## config.mk

```make
export PLATFORM = sky130hd
export DESIGN_NAME = bcd_scan4
export DESIGN_NICKNAME = d
export VERILOG_FILES = /design/src/rtl/bcd_scan4.sv
export SDC_FILE = /design/constraint.sdc
export NUM_CORES = 1
export LEC_CHECK = 0
export BUFFER_PORTS_ARGS = -buffer_cell sky130_fd_sc_hd__buf_2
export CORE_ASPECT_RATIO = 0.7
export CORE_MARGIN = 8
export CORE_UTILIZATION = 52
export CTS_CLUSTER_SIZE = 14
export DETAILED_ROUTE_END_ITERATION = 6
export MAX_ROUTING_LAYER = met4
export PLACE_DENSITY = 0.75
export SKIP_LAST_GASP = 1
export SLEW_MARGIN = 15
export SYNTH_ARGS = -nofsm -noshare
export SYNTH_HDL_FRONTEND = slang
export SYNTH_SLANG_ARGS = --single-unit
```

## constraint.sdc

```tcl
create_clock -name clk -period 2.75 [get_ports clk]
set_clock_uncertainty 0.2 [all_clocks]
set_input_delay 0.55 -clock clk [delete_from_list [all_inputs] [get_ports clk]]
set_output_delay 0.55 -clock clk [all_outputs]
set_load 0.05 [all_outputs]
```

## src/rtl/bcd_scan4.sv

```systemverilog
// bcd_scan4: four-digit common-anode seven-segment scan driver.
// Latches four BCD digits and decimal points on a load strobe. It shows one
// digit at a time, for REFRESH_DIV clocks per digit. All outputs are active-low.
// Optional build macro: LEADING_ZERO_BLANK_EN blanks leading zero digits 3..1.
//
// state (idx) | meaning
// 0           | digit 0 (ones) on an[0]
// 1           | digit 1 (tens) on an[1]
// 2           | digit 2 (hundreds) on an[2]
// 3           | digit 3 (thousands) on an[3]
module bcd_scan4 #(
  parameter int REFRESH_DIV = 100000
) (
  input  logic       clk,
  input  logic       rst_n,
  input  logic       load,
  input  logic [3:0] d0,
  input  logic [3:0] d1,
  input  logic [3:0] d2,
  input  logic [3:0] d3,
  input  logic [3:0] dp_in,
  output logic [3:0] an,
  output logic [6:0] seg,
  output logic       dp,
  output logic       scan_tick
);

  localparam int PW = (REFRESH_DIV > 1) ? $clog2(REFRESH_DIV) : 1;
  localparam logic [PW-1:0] DIV_LAST = PW'(REFRESH_DIV - 1);

  logic [PW-1:0] pre_cnt;
  logic          tick;
  logic          tick_q;
  logic [1:0]    idx;
  logic [3:0]    dig [4];
  logic [3:0]    dpr;
  logic [6:0]    seg_cur;
  logic [3:0]    blank;

  assign tick = (pre_cnt == DIV_LAST);

  // Prescaler: counts 0..REFRESH_DIV-1; tick marks the last count of a slot.
  always_ff @(posedge clk or negedge rst_n) begin
    if (!rst_n)    pre_cnt <= '0;
    else if (tick) pre_cnt <= '0;
    else           pre_cnt <= pre_cnt + 1'b1;
  end

  // Digit ring: idx advances on tick and wraps 3 -> 0 naturally in 2 bits.
  always_ff @(posedge clk or negedge rst_n) begin
    if (!rst_n)    idx <= 2'd0;
    else if (tick) idx <= idx + 2'd1;
  end

  // scan_tick is delayed two edges so it lines up with the new anode on the pins.
  always_ff @(posedge clk or negedge rst_n) begin
    if (!rst_n) begin
      tick_q    <= 1'b0;
      scan_tick <= 1'b0;
    end else begin
      tick_q    <= tick;
      scan_tick <= tick_q;
    end
  end

  // Holding registers capture the digits and decimal points on load.
  always_ff @(posedge clk or negedge rst_n) begin
    if (!rst_n) begin
      dig[0] <= 4'd0;
      dig[1] <= 4'd0;
      dig[2] <= 4'd0;
      dig[3] <= 4'd0;
      dpr    <= 4'd0;
    end else if (load) begin
      dig[0] <= d0;
      dig[1] <= d1;
      dig[2] <= d2;
      dig[3] <= d3;
      dpr    <= dp_in;
    end
  end

  // Active-low gfedcba decode of the selected digit; non-BCD codes show a dash.
  always_comb begin
    seg_cur = 7'b0111111;
    case (dig[idx])
      4'd0: seg_cur = 7'b1000000;
      4'd1: seg_cur = 7'b1111001;
      4'd2: seg_cur = 7'b0100100;
      4'd3: seg_cur = 7'b0110000;
      4'd4: seg_cur = 7'b0011001;
      4'd5: seg_cur = 7'b0010010;
      4'd6: seg_cur = 7'b0000010;
      4'd7: seg_cur = 7'b1111000;
      4'd8: seg_cur = 7'b0000000;
      4'd9: seg_cur = 7'b0010000;
      default: seg_cur = 7'b0111111;
    endcase
  end

  // Blank mask: a digit goes dark only if it and every digit above are zero
  // with no decimal point lit. Digit 0 always shows.
  always_comb begin
    blank = 4'b0000;
`ifdef LEADING_ZERO_BLANK_EN
    blank[3] = (dig[3] == 4'd0) && !dpr[3];
    blank[2] = blank[3] && (dig[2] == 4'd0) && !dpr[2];
    blank[1] = blank[2] && (dig[1] == 4'd0) && !dpr[1];
`endif
  end

  // Output registers refresh every cycle so a load appears on the pins without waiting for a tick.
  always_ff @(posedge clk or negedge rst_n) begin
    if (!rst_n) begin
      an  <= 4'b1111;
      seg <= 7'b1111111;
      dp  <= 1'b1;
    end else if (blank[idx]) begin
      an  <= 4'b1111;
      seg <= 7'b1111111;
      dp  <= 1'b1;
    end else begin
      an  <= ~(4'b0001 << idx);
      seg <= seg_cur;
      dp  <= ~dpr[idx];
    end
  end

endmodule

```

# == Word level (Yosys, flattened, before mapping) ==
# Memory sizes are Yosys's and may differ from the RTL's. A register that Yosys moved wholly into a read port is not among the register bits.
# Index checks and enable logic that the tools add are counted.
# totals
input_bits,23
reg_bits,46
elab_cells,32
output_inout_bits,13
romBits,112
memories,1
# mem_list
memory,words,width,read_ports,rd_ports_with_merged_regs,wr,line,source
(name not given),16,7,1,1,0,86,case (dig[idx])
# op_classes
shift,1
n_reduce_logical,1
n_mux,10
eq_ne,1
magnitude_cmp,2
n_bitwise,3
n_addsub,2
# ops
cell,count
$add A17 B1 Y17 const B,1
$eq A17 B17 Y1 const B,1
$mux W17,1
$mux W4,3
$bmux W4 S2,1
$bmux W1 S2,2
$not A4 Y4,1
$shl A1 B2 Y4 const A,1
$ge A3 B3 Y1 const B,1
$lt A2 B3 Y1 const B,1
$mux W1,3
$not A2 Y3,1
$add A2 B1 Y2 const B,1
$logic_not A1 Y1,1
$not A1 Y1,1

# == Depth between registers and ports, before layout ==
# logic_depth
ltp_word,4
depth_mapped,6
mapped_depth_nobuf,5

# == Worst setup path before layout ==
# OpenSTA, ideal clock, no wires.
# synth_path
path_type,register to register
from,register idx[0]
to,register seg[1]
t_arrival_ns,1.619
path_stages_with_launch,7
path_slack_ns,0.851
setup_time_ns,0.080
synth_period_minus_slack_ns,1.899
t_required_ns,2.470
path_buffers,1
path_cell_list,dfrtp_1 buf_6 mux4_1 inv_1 ha_1 nor2_1 nor2_1
# synth_between
elab_chain_len,4
# synth_rtl
element,line,source
start: declaration,34,logic [1:0] idx;
start signal: assignment,52,else if (tick) idx <= idx + 2'd1;
$not A2 Y3 (implied by the code),86,
$bmux W4 S2,86,
$mux W4 (implied by the code) (2 in a row),86,
end: declaration,23,"output logic [6:0] seg,"
# No other way between the ends. The select of a mux whose other input is x is not followed.
# A chain may end at the register's enable or synchronous reset.

# == Worst setup path after layout ==
# layout_path
from,register idx[0]
to,register seg[3]
# Same word-level chain as after synthesis.

==> flow_metrics.py <==
metrics = {
    "critical_path": {
        "max_stage_delay_ns": 0.72,
        "crit_cells": 4,
        "cp_max_fo": 9,
        "critPathLaunch": "idx[0]$_DFFE_PN0N_",
        "cp.buffers_inverters": 0,
        "critPathCaptureType": "flop",
        "regToRegEndpoint": "seg[3]$_DFF_PN1_",
        "required_ns": 2.78,
        "r2r_setup_slack_ns": 0.57,
        "reg2regPathDepth": 4,
        "endpoint": "seg[3]$_DFF_PN1_",
        "worstSetupPathType": "reg2reg",
        "crit_path_start_kind": "flop",
        "reg2reg_from": "idx[0]$_DFFE_PN0N_",
        "crit_family": "multiplexers",
        "crit_path_cell_trace": "mux4_1 -> ha_1 -> a32oi_1 -> o21ai_1",
        "crit_slowest_cell": "mux4_1",
        "arrival_ns": 2.22,
    },
    "global_route": {
        "antenna_found_initial": 0,
        "grt.total_usage_pct": 13.6,
        "grt_pass1_wl_mm": 7.45,
        "grt_pass1_vias": 1488,
        "gr-total-overflow": 0,
        "grt_max_degree": 54,
    },
    "clocking": {
        "cts-buffers-inserted": 5,
        "cts_tree": "built",
        "cts_buffer_depth": 2,
        "post-cts-setup-buffers": 0,
        "cts.sinks": 53,
        "clock-root-buffer": "clkbuf_8",
        "hold_buffers": 0,
        "ctsHtreeMaxLevel": 2,
        "cts.reportedPaths.clkPinSlew_ns": 0.09,
        "cts_resized": 0,
        "insertion_delay_ns": 0.31,
    },
    "layout": {
        "fill_cells": 344,
        "final_area_sq_um": 2720,
        "layout_commonest_cell": "dfrtp_1",
        "multiInputGateArea_sq_um": 991,
        "final_nets": 258,
        "register_area_sq_um": 1340,
        "layout.cells.non_filler": 280,
        "diodes": 0,
        "utilization_pct": 61.8,
        "drive_gt1_share_pct": 35.6,
        "final_cell_mix": "dfrtp_1, buf_2, mux2_2",
        "syn_to_final_growth_pct": 13.0,
    },
    "floorplanning": {
        "die-area_sq_um": 7100,
        "row_count": 20,
        "die_y_microns": 73.0,
        "initial_core_util_pct": 54.7,
        "core-area_sq_um": 4400,
        "die_w_microns": 97.4,
        "io_pins": 36,
    },
    "placed_design": {
        "dpl_cell_area_sq_um": 2620,
        "dp_hpwl_mm": 3.17,
        "io_buffers": 35,
        "gp_congestion": 0.806,
        "dp.cells": 272,
    },
    "timing": {
        "finalSetupViolCount": 0,
        "fin_worst_hold_slack_ns": 0.136,
        "finalCriticalPeriod_ns": 2.18,
        "finalHoldViolations": 0,
        "slew_violations": 0,
        "maxClockFrequency_mhz": 458,
        "setup_tns_ns": 0,
        "slew_headroom_pct": 57.7,
        "rsz0062_at_grt": "false",
        "min_period_over_period_pct": 79.4,
        "tightest_slew_ns": 0.634,
    },
    "logic_synthesis": {
        "yosysTopAreaCellShare_pct": 42.6,
        "ys_types": 38,
        "synth_top_area_cell": "dfrtp_1",
        "syn_area_sq_um": 2410,
        "synth_nets": 221,
        "async_flop_share_pct": 100,
        "ys_warn_count": 0,
        "synthCells": 187,
        "yosysSeqAreaShare_pct": 55.7,
        "synth_area_leaders": "dfrtp_1, dfstp_2, mux2_2",
        "synth_seq_cells": 53,
        "avgSynthCellArea_sq_um": 12.9,
        "synth_edf_count": 0,
        "ys.flop_type": "dfrtp_1",
    },
    "drt": {
        "drc": 0,
        "dr.pass1.iters": 4,
        "drt_iter0_markers": 107,
        "wl_per_cell_microns": 15.6,
        "vias": 1497,
        "ant_nets": 0,
        "via_per_inst": 5.35,
        "drt-total-wl_mm": 4.36,
    },
    "power_and_ir_drop": {
        "clkPwrFrac_pct": 30.8,
        "power_density_nw_per_um2": 573,
        "comb_power_share_pct": 14.0,
        "pwr-share-seq_pct": 55.3,
        "swShare_pct": 26.6,
        "max-vdd-ir-drop_mv": 0.419,
        "power_switching_mw": 0.414,
        "p_int_mw": 1.15,
        "leakage_nw": 1.20,
    },
    "outcome": {
        "status": "complete, no violations",
    },
    "flow_run": {
        "cap_violations": 0,
    },
    "min_path": {
        "holdCritPathClass": "in2async",
    },
}
[stage by stage]
stage               power [mW]  setup slack, ns
floorplan                 1.03            0.851
global placement          1.10            0.685
detailed placement        1.10            0.575
CTS                       1.57            0.546
global route              1.63            0.468
finish                    1.56            0.567
[metal layers]
metal / track usage, % / part of all wire (%) / vias to the layer above
met2: 16.4 / 39 / 31
met4: 6.35 / 1.8 / 0
li1: - / - / 732
met3: 4.45 / 4.8 / 8
met1: 19.4 / 55 / 726
met5: - / 0 / -
[worst min path at each step]
stage | startpoint | end | slack (ns) | depth (start not counted)
2_1_floorplan | rst_n | dig[0]$_DFFE_PN0P_ | 0.05 | 0
3_3_place_gp | tick_q$_DFF_PN0_ | scan_tick$_DFF_PN0_ | 0.13 | 0
3_5_place_dp | tick_q$_DFF_PN0_ | scan_tick$_DFF_PN0_ | 0.13 | 0
4_1_cts | rst_n | dig[7]$_DFFE_PN0P_ | 0.16 | 2
5_1_grt | tick_q$_DFF_PN0_ | scan_tick$_DFF_PN0_ | 0.16 | 0
6_report | rst_n | dig[1]$_DFFE_PN0P_ | 0.14 | 2
[flip-flops by register name (all words and copies together) (netlist names), 2 cells and up]
register / flops
an: 4
dig: 16
dpr: 4
idx: 2
pre_cnt: 17
seg: 7
[worst reg2reg max path: stages, from the launching register on]
cell	delay [ns]
dfrtp_1	0.61
mux4_1	0.73
ha_1	0.24
a32oi_1	0.23
o21ai_1	0.11
[kinds of logic (layout without fill, tap and decap cells)]
logic type | Yosys count | count (layout) | share of synthesized area [%]
flops | 53 | 53 | 55.7
mux | 25 | 25 | 14.3
compound gates | 18 | 18 | 4.88
buf+inv | 16 | 54 | 3.22
xor+xnor | 13 | 13 | 4.72
simple gates | 51 | 51 | 11.5
fa+ha+maj | 11 | 11 | 5.71
[final cells by class]
class / instances / share of cell area [%]
Clock buffer: 7 / 3.54
Clock inverter: 1 / 0.184
Inverter: 10 / 1.38
Multi-Input combinational cell: 118 / 36.4
Sequential cell: 53 / 49.3
Tap cell: 55 / 2.53
Timing Repair Buffer: 36 / 6.71
[synthesized netlist by cell type, types with 2 or more instances]
cell type  count
dfrtp_1       41
mux2_2        20
nand2_1       14
dfstp_2       12
ha_1          11
xnor2_1       11
nor2_1        10
inv_1          9
nand3_1        6
a21oi_1        5
and4_1         5
mux4_2         3
nand4_1        3
o21ai_1        3
or3_1          3
buf_2          2
buf_6          2
clkbuf_1       2
mux4_1         2
nor4_1         2
o21ai_0        2
o311ai_0       2
xor2_1         2
[power by group through the flow]
stage	registers, mW	clock network (mW)	logic, mW
after floorplan	0.940	0	0.0878
after global placement	0.879	0	0.217
after detailed placement	0.877	0	0.221
after CTS	0.862	0.489	0.222
after global routing	0.868	0.527	0.237
final	0.862	0.480	0.218
No activity file was read; power rests on OpenSTA's default activity.
